`src/rtl/rv32i_regdump.sv`:
```
// Debug read-out engine: walks x0..x(NREGS-1) through a spare regfile read
// port and streams each register as an {index, data} beat on valid/ready.
module rv32i_regdump #(
    parameter int NREGS = 32
) (
    input  logic        clk,
    input  logic        rst,
    input  logic        start,
    output logic        busy,
    output logic        done,
    output logic [4:0]  RdRA,
    input  logic [31:0] RdRD,
    output logic        out_valid,
    input  logic        out_ready,
    output logic [4:0]  out_idx,
    output logic [31:0] out_data
);

    localparam logic [4:0] LAST_IDX = 5'(NREGS - 1);

    typedef enum logic {
        IDLE,
        SEND
    } state_t;

    state_t     state;
    state_t     state_next;
    logic [4:0] ptr;
    logic       handshake;
    logic       last_beat;

    assign handshake = (state == SEND) && out_ready;
    assign last_beat = (out_idx == LAST_IDX);

    always_ff @(posedge clk or posedge rst) begin
        if (rst) begin
            state <= IDLE;
        end else begin
            state <= state_next;
        end
    end

    always_comb begin
        state_next = state;
        case (state)
            IDLE: if (start) state_next = SEND;
            SEND: if (handshake && last_beat) state_next = IDLE;
            default: state_next = IDLE;
        endcase
    end

    always_comb begin
        busy      = (state == SEND);
        out_valid = (state == SEND);
        RdRA      = ptr;
    end

    // ptr runs one register ahead of out_idx so the next beat can be loaded
    // on the same edge that retires the current one; it parks at the last
    // index instead of wrapping.
    always_ff @(posedge clk or posedge rst) begin
        if (rst) begin
            ptr      <= '0;
            out_idx  <= '0;
            out_data <= '0;
            done     <= 1'b0;
        end else begin
            done <= 1'b0;
            case (state)
                IDLE: begin
                    if (start) begin
                        out_data <= RdRD;
                        out_idx  <= '0;
                        ptr      <= 5'd1;
                    end
                end
                SEND: begin
                    if (handshake) begin
                        if (!last_beat) begin
                            out_data <= RdRD;
                            out_idx  <= ptr;
                            if (ptr != LAST_IDX) begin
                                ptr <= ptr + 5'd1;
                            end
                        end else begin
                            ptr  <= '0;
                            done <= 1'b1;
                        end
                    end
                end
                default: ;
            endcase
        end
    end

endmodule

```
`config.mk`:
```
export PLATFORM = sky130hd
export DESIGN_NAME = rv32i_regdump
export DESIGN_NICKNAME = d
export VERILOG_FILES = /design/src/rtl/rv32i_regdump.sv
export SDC_FILE = /design/constraint.sdc
export NUM_CORES = 1
export LEC_CHECK = 0
export ABC_AREA = 1
export CAP_MARGIN = 20
export CORE_AREA = 2 2 78 80
export DETAILED_ROUTE_END_ITERATION = 16
export DIE_AREA = 0 0 80 82
export PLACE_DENSITY = 0.67
export SLEW_MARGIN = 0
export SYNTH_ARGS = -nofsm -noshare
export SYNTH_HDL_FRONTEND = slang
export SYNTH_SLANG_ARGS = --single-unit
```
`constraint.sdc`:
```
create_clock -name clk -period 1.4 [get_ports clk]
set_input_delay 0.21 -clock clk [delete_from_list [all_inputs] [get_ports clk]]
set_output_delay 0.21 -clock clk [all_outputs]
set_load 0.05 [all_outputs]
```
* Word level (Yosys, flattened, before mapping)
Index checks and enable logic that the tools add are counted.
** Storage, ports and cells
- Register bits after elaboration :: 44
- Bits of input ports :: 36
- Output and inout bits :: 45
- Logic and storage cells :: 36
** Cells by class
- $add $sub $neg :: 1
- Equal/unequal tests :: 6
- Muxes and demuxes :: 19
- Bitwise gates (word level) :: 1
- Reductions and logical operators :: 4
** Operators with widths (count)
- 2-to-1 mux 32 bit :: 3
- one-hot mux 32 bit (2 select lines) :: 1
- 2-to-1 mux 5 bit :: 7
- one-hot mux 5 bit (2 select lines) :: 2
- AND reduction 3 bit :: 2
- adder 5 x 1 -> 5 bit, second input constant :: 1
- equality test 5 bit, second input constant :: 1
- 2-to-1 mux 1 bit :: 5
- inequality test 5 bit, second input constant :: 1
- inequality test 2 bit, second input constant :: 2
- inequality test 3 x 1 -> 1 bit, second input constant :: 1
- logical AND 1 bit :: 2
- inequality test 2 x 1 -> 1 bit, second input constant :: 1
- one-hot mux 1 bit (2 select lines) :: 1
- NOT 1 bit :: 1

* Longest topological paths before layout
- Depth after elaboration :: 5
- Mapped depth :: 9
- Depth with buffers taken out :: 9

* Worst setup path before layout
Ideal clock, no wire load.
- Kind :: register to register
- Start point :: register ptr[0] (netlist: RdRA[0])
- End point :: register ptr[2] (netlist: RdRA[2])
- Setup time :: 0.119 ns
- Arrival :: 1.796 ns
- Data required time :: 1.281 ns
- Path slack :: -0.515 ns
- Stages on the path, launching flop included :: 10
- Buffers on the path :: 0
- Period minus slack after synthesis :: 1.915 ns
- Path through :: dfrtp_1 ha_1 nand2_1 nor2_1 ha_1 nor2_1 nor2_1 nand2_1 nand2_1 nand2_1
** On the way
- Word-level cells in the longest chain between the ends :: 5
- Elaborated cells between the ends (all ways) :: 8
- Classes of those cells :: 1 x add/sub; 2 x eq/ne; 4 x mux; 1 x reduce/logical
** RTL lines
- start: declaration :: RTL line 28 : logic [4:0] ptr;
- start signal: assignment :: RTL line 83 : ptr <= ptr + 5'd1;
- adder 5 x 1 -> 5 bit :: RTL line 83
- 2-to-1 mux 5 bit :: RTL line 82 : if (ptr != LAST_IDX) begin
- 2-to-1 mux 5 bit :: RTL line 79 : if (!last_beat) begin
- 2-to-1 mux 5 bit :: RTL line 78 : if (handshake) begin
- one-hot mux 5 bit (2 select lines) :: RTL line 69 : case (state)
Parallel ways exist; a longest one is shown, timed or not. The select of a mux whose other input is x is not followed.
A chain may end at the register's enable or synchronous reset.

* Final worst setup path
- Start point :: register ptr[0] (netlist: RdRA[0])
- End point :: register ptr[0] (netlist: RdRA[0])
The elaborated chain is that of the path after synthesis.

==> results.md <==
- Status: finished, violations left
- Failing checks: setup timing
- Top post-synthesis cells by count: nand2_1, nand3_1, dfrtp_1, inv_1, nor2_1
- Most common cell on crit path: nor2_4
- Syn nets: between 200 and 300
- Slew at the pin closest to its max-slew limit: 0.3421 ns
- Register bit total from synthesis: 44
- CTS buffer count: 5
- Layout cells sized above 1: ~30%
- P_leak: between 1.5 and 2 nW
- Final setup violation count: 4
- Avg Inst Size Synth: 8.592 um^2
- Skew final: between 0.007 and 0.008 ns
- Largest net degree at the start of global routing: 45
- Area share of the largest cell type after synthesis: a little under three fifths
- Unrepaired setup endpoints after global routing: yes
- Clk slew on worst S/H paths: around 0.080 ns
- RD Place Congestion: 0.8033
- Hold Fails Final Rpt: 0
- Worst slack at placement: -0.07237 ns
- Mapped Area: 0.001933 mm^2
- Maximum capacitance violations: 0
- Vias in the first global route: roughly 1,800
- Wire length per cell after detailed routing: between 10 and 15 um
- Area of the core: roughly 0.0057 mm^2
- Die area: 0.006560 mm^2
- Slowest library cell on the worst path: dfrtp_2
- Sink Count: 44
- Worst Hold Class: in -> async
- Antenna Cells: 0
- Worst endpoint required time: ~1.6 ns
- H-tree level count: 2
- Number of synthesized flops with an enable pin: 0
- GR Overflow Total: 0
- Port Buf Inserts: 80
- Final Max Slew Viols: 0
- Final ANT Viol Nets: 0
- WP buf/inv: 1
- CTS tree: yes
- Via count: about 1,800
- Setup tns final: -0.02046 ns
- Slowest cell delay on critical path: 0.43 ns
- Site Rows: 28
- Initial antenna violation count: 0
- Die Wd: 80 um
- First-pass DRT Iterations: 4
- Share of the clock period used by the worst path: 100.7%
- CTS Hold Buffers Added: 0
- Ports: 81
- F_max: approximately 0.7 GHz
- Gate Count Post-Synth: about 230
- CP cell instances: ha_4, nand2_2, nor2_2, ha_2, nor2_4, nor2_4, buf_4, nand3_1, nand2_1
- Crit path max-delay family: flip-flops
- Final min period: 1.409 ns
- WP data arrival: 1.60 ns
- DRC Markers: 0
- Power density over the cells: ~1400 mW/mm^2
- HPWL Detailed: between 3000 and 4000 um
- Clock Tree Root: clkbuf_8
- Most frequent cell after synthesis: nand2_1
- First-pass GRT wire length: roughly 8300 um
- Initial core utilization: approximately 34%
- Post-synth cell types: 17
- Worst setup margin: -0.009249 ns
- Main synth FF type: dfrtp_1
- Post-synthesis async set-or-reset flop share: 100.0%
- Register area share after synthesis: roughly 57%
- Gr usage total: between 15 and 20%
- Yosys warns: 0
- Kind of critical path: reg -> reg
- Clk Latency, worst-skew pair: just under 0.3 ns
- Crit-path max FO: 4
- Layout Nets: roughly 360
- P&R area growth vs syn: 82.52%
- Wirelength, routed: between 5000 and 6000 um
- Slew headroom: between 70 and 80%
- DR iter-0 viols: ~110
- Routed vias/inst: 4.630
- Max Buffers Root-to-Sink: 2
- Critical Path Start Type: flop
- CP endpoint kind: flop
- VDD IR max: roughly 1.4 mV
- Synth area leader: dfrtp_1
- Synth area leaders: dfrtp_1, nand2_1, nand3_1
- Die height: roughly 82 um
## final cells by class
cell class / instances / area [um^2]
Timing Repair Buffer: 100 / 1443
Inverter: 13 / 48.80
Tap cell: 75 / 93.84
Sequential cell: 44 / 1111
Fill cell: 482 / 2217
Multi-Input combinational cell: 156 / 735.7
Clock buffer: 7 / 96.34
## tightest hold or removal path, delay by kind of cell
| family | cells | cell delay [ns] |
|---|---|---|
| buffers and inverters | 3 | 0.72 |
## through the flow
stage	total power, mW	instance area [um^2]	std cells	hold slack (ns)	util, %
after floorplan	2.732	1973	225	0.3196	-
after CTS	4.843	3497	392	0.2790	60.87
after detailed placement	3.961	3381	383	0.5573	58.84
after global routing	5.084	3528	395	0.2944	61.41
final	4.830	3528	395	0.2789	61.41
after global placement	3.922	3381	383	0.5525	58.84
## worst paths after layout
kind / startpoint / to / slack [ns] / cells past startpoint
worst max-delay path: RdRA[0] / RdRA[0] / -0.009 / 9
worst min-delay path: rst / out_data[25] / 0.28 / 3
worst max register to register: RdRA[0] / RdRA[0] / -0.009 / 9
worst min register to register: out_idx[3] / out_idx[3] / 0.56 / 2
max in group asynchronous: rst / busy / 0.90 / 3
min in group clk: RdRD[15] / out_data[15] / 0.45 / 3
## report_power, final
part           internal [mW]  switching (mW)
logic                   1.12            1.19
clock network          0.440           0.403
registers               1.47           0.205
## kinds of logic (layout without fill, tap and decap cells)
group	Yosys count	in the layout	synth area share (%)
simple gates	151	151	33.59
flops	44	44	56.96
buf+inv	25	120	7.055
fa+ha+maj	2	2	1.294
compound gates	2	2	0.6471
xor+xnor	1	1	0.4532
## per-layer routing
layer	up-vias	global-route usage (%)	share of wire [%]
met5	-	0	0
met4	0	4.915	0.72
met3	4	4.835	6.5
met2	56	27.75	52
met1	866	20.13	41
li1	903	-	-
## cells in the final DEF (no fill, tap or decap), types with 5 or more instances in the layout
master | netlist | final
nor2_1 | 8 | 5
buf_12 | 0 | 48
nand2_2 | 2 | 5
nand2_1 | 89 | 86
inv_1 | 11 | 9
dfrtp_1 | 44 | 36
dfrtp_2 | 0 | 8
buf_4 | 1 | 16
nand3_1 | 49 | 49
clkbuf_8 | 0 | 7
clkdlybuf4s50_1 | 0 | 35
## repair_timing
item                                    4_1_cts  5_1_grt
gates resized for setup                       2        2
endpoints found under the hold margin         0        0
cloned                                        0        0
pin swaps                                     4        2
endpoints found under the setup margin        5       37
buffers inserted                              2        3
## state kept, by name, summed over array words and instances (netlist names)
register / flops
busy: 1
out_idx: 5
out_data: 32
RdRA: 5
done: 1
Power figures use the tool's default switching activity.
